### config.mk
export PLATFORM = sky130hd
export DESIGN_NAME = prog_launcher_flat
export DESIGN_NICKNAME = d
export VERILOG_FILES = /design/src/rtl/prog_launcher_if.sv /design/src/rtl/prog_launcher.sv /design/src/flat_wrapper.sv
export SDC_FILE = /design/constraint.sdc
export NUM_CORES = 1
export LEC_CHECK = 0
export CAP_MARGIN = 20
export CORE_ASPECT_RATIO = 1.2
export CORE_MARGIN = 2
export CORE_UTILIZATION = 45
export CTS_BUF_LIST = sky130_fd_sc_hd__clkbuf_16
export DETAILED_ROUTE_END_ITERATION = 10
export GPL_ROUTABILITY_DRIVEN = 0
export PLACE_DENSITY = 0.73
export SLEW_MARGIN = 20
export SYNTH_ARGS = -nofsm -noshare
export SYNTH_HDL_FRONTEND = slang
export SYNTH_SLANG_ARGS = --single-unit
### constraint.sdc
create_clock -name clk -period 5.7 [get_ports clk]
set_input_delay 0.855 -clock clk [delete_from_list [all_inputs] [get_ports clk]]
set_output_delay 0.855 -clock clk [all_outputs]
set_load 0.005 [all_outputs]
### src/rtl/prog_launcher_if.sv
// Bus bundle between the program launcher and its surroundings: host word
// stream, instruction-memory write port, core control and run results.
// The master modport is the launcher's view; slave is the host/core/memory side.
interface prog_launcher_if #(
    parameter int D = 12,
    parameter int W = 9,
    parameter int C = 16
);
    // Four-phase start handshake with the host
    logic         req;
    logic         ack;

    // Host machine-code stream (valid/ready)
    logic         host_valid;
    logic         host_ready;
    logic [W-1:0] host_data;
    logic         host_last;

    // Instruction memory write port
    logic         imem_wr_en;
    logic [D-1:0] imem_wr_addr;
    logic [W-1:0] imem_wr_data;

    // Core control and status
    logic         core_reset;
    logic         core_done;

    // Results of the most recent run
    logic [D:0]   load_count;
    logic [C-1:0] cycle_count;
    logic         timeout;

    modport master (
        input  req,
        input  host_valid,
        input  host_data,
        input  host_last,
        input  core_done,
        output ack,
        output host_ready,
        output imem_wr_en,
        output imem_wr_addr,
        output imem_wr_data,
        output core_reset,
        output load_count,
        output cycle_count,
        output timeout
    );

    modport slave (
        output req,
        output host_valid,
        output host_data,
        output host_last,
        output core_done,
        input  ack,
        input  host_ready,
        input  imem_wr_en,
        input  imem_wr_addr,
        input  imem_wr_data,
        input  core_reset,
        input  load_count,
        input  cycle_count,
        input  timeout
    );
endinterface

### src/rtl/prog_launcher.sv
// Purpose: load a program into instruction memory, pulse core reset, run the core and time it.
// Latency: memory write one cycle after each accepted host word; ack one cycle after done/limit.
// Backpressure: host_ready is high only while loading; host_valid=0 stalls the load indefinitely.
//
// Ports:
//   clk, reset  - single clock, synchronous active-high reset
//   bus.req/ack - four-phase start request / run-finished acknowledge
//   bus.host_*  - valid/ready stream of W-bit machine-code words, host_last ends the program
//   bus.imem_*  - registered write port into instruction memory
//   bus.core_*  - reset drive to the core and its done flag
//   bus.load_count/cycle_count/timeout - results of the last load and run, held until next req
module prog_launcher #(
    parameter int D       = 12,
    parameter int W       = 9,
    parameter int RST_CYC = 2,
    parameter int MAX_CYC = 4096,
    parameter int C       = 16
) (
    input  logic              clk,
    input  logic              reset,
    prog_launcher_if.master   bus
);

    // Hold counter only has to reach RST_CYC-1; RST_CYC is at least 1.
    localparam int HW = (RST_CYC > 1) ? $clog2(RST_CYC) : 1;

    localparam logic [HW-1:0] HOLD_LAST = HW'(RST_CYC - 1);
    localparam logic [C-1:0]  CYC_LAST  = C'(MAX_CYC - 1);

    typedef enum logic [2:0] {
        S_IDLE,
        S_LOAD,
        S_HOLD,
        S_RUN,
        S_FINISH
    } state_t;

    state_t        state;
    state_t        state_nxt;

    logic [D-1:0]  addr;
    logic [HW-1:0] hold_cnt;

    logic          ack_q;
    logic          imem_wr_en_q;
    logic [D-1:0]  imem_wr_addr_q;
    logic [W-1:0]  imem_wr_data_q;
    logic          core_reset_q;
    logic [D:0]    load_count_q;
    logic [C-1:0]  cycle_count_q;
    logic          timeout_q;

    logic          accept;
    logic          load_end;
    logic          run_limit;

    // ------------------------------------------------------------------
    // Next-state logic
    // ------------------------------------------------------------------
    always_comb begin
        state_nxt = state;
        accept    = 1'b0;
        load_end  = 1'b0;
        run_limit = 1'b0;

        unique case (state)
            S_IDLE: begin
                if (bus.req) begin
                    state_nxt = S_LOAD;
                end
            end

            S_LOAD: begin
                // req is deliberately not looked at here.
                accept = bus.host_valid;
                // The top address is the last slot: loading stops there even
                // without host_last so the address never wraps over word 0.
                load_end = accept && (bus.host_last || (addr == {D{1'b1}}));
                if (load_end) begin
                    state_nxt = S_HOLD;
                end
            end

            S_HOLD: begin
                if (hold_cnt == HOLD_LAST) begin
                    state_nxt = S_RUN;
                end
            end

            S_RUN: begin
                // done has priority over the cycle limit.
                if (bus.core_done) begin
                    state_nxt = S_FINISH;
                end else if (cycle_count_q == CYC_LAST) begin
                    run_limit = 1'b1;
                    state_nxt = S_FINISH;
                end
            end

            S_FINISH: begin
                if (!bus.req) begin
                    state_nxt = S_IDLE;
                end
            end

            default: begin
                state_nxt = S_IDLE;
            end
        endcase
    end

    // ------------------------------------------------------------------
    // State and datapath registers
    // ------------------------------------------------------------------
    always_ff @(posedge clk) begin
        if (reset) begin
            state          <= S_IDLE;
            addr           <= '0;
            hold_cnt       <= '0;
            ack_q          <= 1'b0;
            imem_wr_en_q   <= 1'b0;
            imem_wr_addr_q <= '0;
            imem_wr_data_q <= '0;
            core_reset_q   <= 1'b1;
            load_count_q   <= '0;
            cycle_count_q  <= '0;
            timeout_q      <= 1'b0;
        end else begin
            state <= state_nxt;

            // Registered from the next state so ack and core_reset change
            // in the same cycle as the state they describe.
            ack_q        <= (state_nxt == S_FINISH);
            core_reset_q <= (state_nxt != S_RUN);

            // Write strobe is exactly one cycle per accepted word; address and
            // data hold their last values when idle.
            imem_wr_en_q <= accept;
            if (accept) begin
                imem_wr_addr_q <= addr;
                imem_wr_data_q <= bus.host_data;
                addr           <= addr + 1'b1;
                load_count_q   <= load_count_q + 1'b1;
            end

            unique case (state)
                S_IDLE: begin
                    // Results of the previous run stay visible until a new
                    // request starts the next load.
                    if (bus.req) begin
                        addr          <= '0;
                        load_count_q  <= '0;
                        cycle_count_q <= '0;
                        timeout_q     <= 1'b0;
                    end
                end

                S_LOAD: begin
                    // Arm the hold counter so HOLD lasts RST_CYC cycles from entry.
                    hold_cnt <= '0;
                end

                S_HOLD: begin
                    hold_cnt <= hold_cnt + 1'b1;
                end

                S_RUN: begin
                    // The done cycle is not counted; the limit cycle is, which
                    // leaves cycle_count at exactly MAX_CYC on timeout.
                    if (!bus.core_done) begin
                        cycle_count_q <= cycle_count_q + 1'b1;
                    end
                    if (run_limit) begin
                        timeout_q <= 1'b1;
                    end
                end

                default: begin
                end
            endcase
        end
    end

    // ------------------------------------------------------------------
    // Outputs
    // ------------------------------------------------------------------
    // host_ready is combinational from state so the first LOAD cycle can accept.
    assign bus.host_ready   = (state == S_LOAD);
    assign bus.ack          = ack_q;
    assign bus.imem_wr_en   = imem_wr_en_q;
    assign bus.imem_wr_addr = imem_wr_addr_q;
    assign bus.imem_wr_data = imem_wr_data_q;
    assign bus.core_reset   = core_reset_q;
    assign bus.load_count   = load_count_q;
    assign bus.cycle_count  = cycle_count_q;
    assign bus.timeout      = timeout_q;

endmodule

### src/flat_wrapper.sv
// flat-port wrapper written by rule: the top's interface ports become plain ports
module prog_launcher_flat 
#(
    parameter int D       = 12,
    parameter int W       = 9,
    parameter int RST_CYC = 2,
    parameter int MAX_CYC = 4096,
    parameter int C       = 16
)
  (clk, reset, bus_req, bus_host_valid, bus_host_data, bus_host_last, bus_core_done, bus_ack, bus_host_ready, bus_imem_wr_en, bus_imem_wr_addr, bus_imem_wr_data, bus_core_reset, bus_load_count, bus_cycle_count, bus_timeout);
  prog_launcher_if #(.D(D), .W(W), .C(C)) bus_i ();
  input  logic clk;
  input  logic reset;
  input wire logic [$bits(bus_i.req)-1:0] bus_req;
  input wire logic [$bits(bus_i.host_valid)-1:0] bus_host_valid;
  input wire logic [$bits(bus_i.host_data)-1:0] bus_host_data;
  input wire logic [$bits(bus_i.host_last)-1:0] bus_host_last;
  input wire logic [$bits(bus_i.core_done)-1:0] bus_core_done;
  output wire logic [$bits(bus_i.ack)-1:0] bus_ack;
  output wire logic [$bits(bus_i.host_ready)-1:0] bus_host_ready;
  output wire logic [$bits(bus_i.imem_wr_en)-1:0] bus_imem_wr_en;
  output wire logic [$bits(bus_i.imem_wr_addr)-1:0] bus_imem_wr_addr;
  output wire logic [$bits(bus_i.imem_wr_data)-1:0] bus_imem_wr_data;
  output wire logic [$bits(bus_i.core_reset)-1:0] bus_core_reset;
  output wire logic [$bits(bus_i.load_count)-1:0] bus_load_count;
  output wire logic [$bits(bus_i.cycle_count)-1:0] bus_cycle_count;
  output wire logic [$bits(bus_i.timeout)-1:0] bus_timeout;
  assign bus_i.req = bus_req;
  assign bus_i.host_valid = bus_host_valid;
  assign bus_i.host_data = bus_host_data;
  assign bus_i.host_last = bus_host_last;
  assign bus_i.core_done = bus_core_done;
  assign bus_ack = bus_i.ack;
  assign bus_host_ready = bus_i.host_ready;
  assign bus_imem_wr_en = bus_i.imem_wr_en;
  assign bus_imem_wr_addr = bus_i.imem_wr_addr;
  assign bus_imem_wr_data = bus_i.imem_wr_data;
  assign bus_core_reset = bus_i.core_reset;
  assign bus_load_count = bus_i.load_count;
  assign bus_cycle_count = bus_i.cycle_count;
  assign bus_timeout = bus_i.timeout;
  prog_launcher #(.D(D), .W(W), .RST_CYC(RST_CYC), .MAX_CYC(MAX_CYC), .C(C)) u_core (.clk(clk), .reset(reset), .bus(bus_i));
endmodule
Yosys cells after proc, flatten, opt, wreduce, memory -nomap -nowiden
Index checks and enable logic that the tools add are counted.
- memory bits (read-only): 0
- bits in latches: 0
- memories kept: 0
- register bits after elaboration: 70
- output and inout bits: 55
- RAM bits: 0
- multiply operators: 0
- bitwise operators: 0
- shift operators: 0
- reductions and logical operators: 7
- equal/unequal tests: 11
- add/sub/neg operators: 4
- magnitude comparators: 0
- mux-type cells: 24
- divide/modulo/power cells: 0
- operators with widths (kind ; count):
    $mux W13 ; 3
    $mux W12 ; 3
    $mux W16 ; 2
    $pmux W16 S2 ; 1
    $mux W3 ; 6
    $add A16 B1 Y16 const B ; 1
    $eq A16 B12 Y1 const B ; 1
    $pmux W3 S5 ; 1
    $add A13 B1 Y13 const B ; 1
    $add A12 B1 Y12 const B ; 1
    $eq A12 B12 Y1 const B ; 1
    $eq A3 B2 Y1 const B ; 2
    $eq A3 B3 Y1 const B ; 2
    $mux W1 ; 6
    $reduce_and A3 Y1 ; 2
    $ne A2 B2 Y1 const B ; 2
    $pmux W1 S2 ; 2
    $reduce_bool A2 Y1 ; 2
    $eq A3 B1 Y1 const B ; 1
    $logic_not A3 Y1 ; 1
    $ne A3 B2 Y1 const B ; 1
    $ne A2 B1 Y1 const B ; 1
    $add A1 B1 Y1 const B ; 1
    $logic_and A1 B1 Y1 ; 1
    $logic_or A1 B1 Y1 ; 1

Logic depth before layout (Yosys ltp)
- word-level depth: 6
- gate-level depth with buffers: 7
- mapped depth without buffers: 5

Worst setup path after synthesis
Ideal clock, no wire load.
- path type: input to register
- from: in bus_req
- to: reg u_core.cycle_count_q[13] (netlist: u_core.bus.cycle_count[13])
- slack: 3161 ps
- setup time: 70 ps
- arrival: 2469 ps
- stages: 6
- path buffers: 2
- data required time: 5630 ps
- cells stage by stage: or3b_1 > buf_2 > a2111o_1 > buf_6 > or4_1 > a21oi_1
- longest elaborated chain between the ends: 2
- RTL lines (element ; RTL line ; source):
    start: declaration ; flat_wrapper.sv:14 ; input wire logic [$bits(bus_i.req)-1:0] bus_req;
    $ne A2 B2 Y1 (no line) ; -- ;
    $reduce_and A3 Y1 (no line) ; -- ;
    end signal: assignment ; prog_launcher.sv:171 ; cycle_count_q <= cycle_count_q + 1'b1;
    end: declaration ; prog_launcher.sv:50 ; logic [C-1:0] cycle_count_q;
Every way passes these cells.
A chain may end at the register's enable or synchronous reset.

Worst setup path in the final report
- from: in bus_host_valid
- to: reg u_core.addr[11]
- longest elaborated chain between the ends: 4
- RTL lines (element ; RTL line ; source):
    start: declaration ; flat_wrapper.sv:15 ; input wire logic [$bits(bus_i.host_valid)-1:0] bus_host_valid;
    $mux W1 (*) ; prog_launcher.sv:66 ; unique case (state)
    $mux W12 (*) ; prog_launcher.sv:139 ; if (accept) begin
    $mux W12 ; prog_launcher.sv:150 ; if (bus.req) begin
    $mux W12 (*) ; prog_launcher.sv:146 ; unique case (state)
    end signal: assignment ; prog_launcher.sv:142 ; addr <= addr + 1'b1;
    end: declaration ; prog_launcher.sv:41 ; logic [D-1:0] addr;
Every way passes the cells marked *; elsewhere a longest branch is shown, timed or not.

==> results_dict.tcl <==
set metrics [dict create \
    clock-sinks 70 \
    synth.avg_cell_area_um2 8.39 \
    num-nets-final 440 \
    grt_pass1_vias 2508 \
    fp-row-count 32 \
    vias 2743 \
    final_layout_size_suffix_gt1_frac 0.0469 \
    hold_path.class "reg2reg" \
    fillers 591 \
    drtIter0Drc 98 \
    die_x_um 78.9 \
    ys_ff_latch 70 \
    period_share 0.546 \
    final_hold_viol_count 0 \
    rsz0062_at_grt "no" \
    gr-total-overflow 0 \
    netlist_instances 361 \
    antenna_found_initial 0 \
    multiInputGateArea_um2 1510 \
    core_region_area_um2 6490 \
    fp.dieArea_um2 7400 \
    cts_resized 0 \
    wl_per_cell_um 13.2 \
    ctsHtreeMaxLevel 3 \
    tritoncts "done" \
    yosysSeqAreaShare 0.463 \
    async_flop_share 0 \
    path_clk_slew_ns 0.05 \
    hold_buffers 0 \
    setup_viol 0 \
    grt_pass1_wl_um 11400 \
    final_core_util 0.618 \
    fmax_mhz 321 \
    fin_tns_setup_ns 0 \
    final_cell_mix "dfxtp_1, clkdlybuf4s50_1, nand2_1" \
    power_leakage_nw 1.30 \
    firstDrtPassIters 4 \
    end_kind "flip-flop" \
    initial_core_util 0.467 \
    routed_wl_um 6730 \
    period_minus_slack_ns 3.11 \
    die_y_um 93.9 \
    ios 70 \
    syn-cell-area_um2 3030 \
    drc 0 \
    synth.yosys.warnings 0 \
    critPathLaunchType "input pin" \
    syn_nets 379 \
    portBuffers 69 \
    cts.path.max_buffers 2 \
    grt_usage 0.193 \
    maxSlewViolCount 0 \
    diodes 0 \
    holdWs_ns 0.452 \
    ir_worst_vdd_v 0.000162 \
    max_slew_margin 0.278 \
    synth_cell_types 44 \
    synthFlopType "dfxtp_1" \
    area_delta_synth_final_pct 32.4 \
    cp.arrival_ns 3.36 \
    cts_inserted_buffers 9 \
    grt_max_degree 39 \
    root_buffer "clkbuf_16" \
    fin_worst_skew_ns 0.00549 \
    drtAntennaViolNets 0 \
    worst_pin_slew_ns 1.08 \
    clock_latency_ns 0.32 \
    synth_edf_count 0 \
    dp_hpwl_um 4540 \
    path_max_fanout 17 \
    final_common_cell "dfxtp_1" \
    post_cts_buffers 0 \
    ff_latch_area_um2 1400 \
    via_per_inst 5.37 \
    crit_type "in2reg" \
    cap_violations 0 \
    cp.required_ns 5.95 \
    power_density_nw_per_um2 259 \
    status "finished, final reports clean" \
]
==> critical path, stage by stage <==
cell and delay [ns]:
clkdlybuf4s50_1 0.51, nor4bb_4 0.84, buf_4 0.35, nand4_1 0.18, or3b_2 0.48, a21oi_1 0.14
==> metal layers <==
| layer | share of wire | vias to the layer above | track usage | routed length (um) |
|---|---|---|---|---|
| met3 | 0.043 | 8 | 0.0606 | 286 |
| met5 | 0 | - | 0 | 0 |
| met4 | 0.017 | 0 | 0.0718 | 117 |
| met1 | 0.46 | 1278 | 0.233 | 3090 |
| met2 | 0.48 | 58 | 0.321 | 3230 |
| li1 | - | 1399 | - | - |
==> synth_stat cells (2+ instances only) <==
master,instances,area share
dfxtp_1,70,0.46
nand2_1,65,0.081
a21oi_1,41,0.068
nor2_1,26,0.032
clkbuf_1,16,0.020
xnor2_1,14,0.040
nand3_1,12,0.020
nand4_1,12,0.025
or4_1,11,0.027
inv_1,10,0.012
or3_1,8,0.017
nor3_1,7,0.012
o21ai_0,7,0.012
o31ai_1,6,0.015
mux2i_1,4,0.013
o211ai_1,4,0.0099
xor2_1,4,0.012
a211oi_1,3,0.0074
ha_1,3,0.012
nor4_1,3,0.0062
or3b_2,3,0.0087
a31oi_1,2,0.0041
and4_1,2,0.0058
buf_1,2,0.0025
buf_6,2,0.0074
nand2b_1,2,0.0041
nand3b_1,2,0.0050
nor4b_1,2,0.0058
nor4bb_1,2,0.0066
or2_2,2,0.0041
==> flip-flops by register name, indices dropped and copies added (netlist names), 3 cells and up <==
signal,count
u_core.addr,12
u_core.bus.cycle_count,16
u_core.bus.imem_wr_addr,12
u_core.bus.imem_wr_data,9
u_core.bus.load_count,13
u_core.state,3
==> cells by family after synthesis <==
logic type      Yosys count  share of synthesized area
simple gates            162                      0.268
compound gates           72                      0.144
flops                    70                      0.463
buf+inv                  31                     0.0438
xor+xnor                 18                     0.0521
mux                       5                     0.0169
fa+ha+maj                 3                     0.0124
==> per-stage QoR <==
step           setup WS (ns)  cell area, um^2  cells  power, mW
2_1_floorplan           3.16             3030    361      0.552
3_3_place_gp            2.29             3760    496      0.580
3_5_place_dp            2.26             3760    496      0.581
4_1_cts                 2.58             4010    511       1.05
5_1_grt                 2.39             4010    511       1.08
6_report                2.59             4010    511       1.04
==> final cells by class <==
class	instances	share of cell area
Tap cell	85	0.0265
Timing Repair Buffer	71	0.176
Sequential cell	70	0.350
Clock buffer	9	0.0562
Clock inverter	6	0.00593
Multi-Input combinational cell	260	0.376
Inverter	10	0.00936
==> where the power goes <==
part | switching, mW | leakage (nW) | internal, mW
combinational | 0.0361 | 0.598 | 0.0312
clock | 0.185 | 0.134 | 0.283
sequential | 0.00651 | 0.565 | 0.496
total | 0.227 | 1.30 | 0.810
==> path summary, 6_finish.rpt <==
kind / startpoint / endpoint / slack (ns) / depth (start not counted)
max: bus_host_valid / u_core.addr[11] / 2.59 / 6
min: u_core.bus.imem_wr_data[2] / u_core.bus.imem_wr_data[2] / 0.45 / 2
max reg2reg: u_core.state[2] / u_core.addr[11] / 3.14 / 5
min reg2reg: u_core.bus.imem_wr_data[2] / u_core.bus.imem_wr_data[2] / 0.45 / 2
No activity file was read; power rests on OpenSTA's default activity.
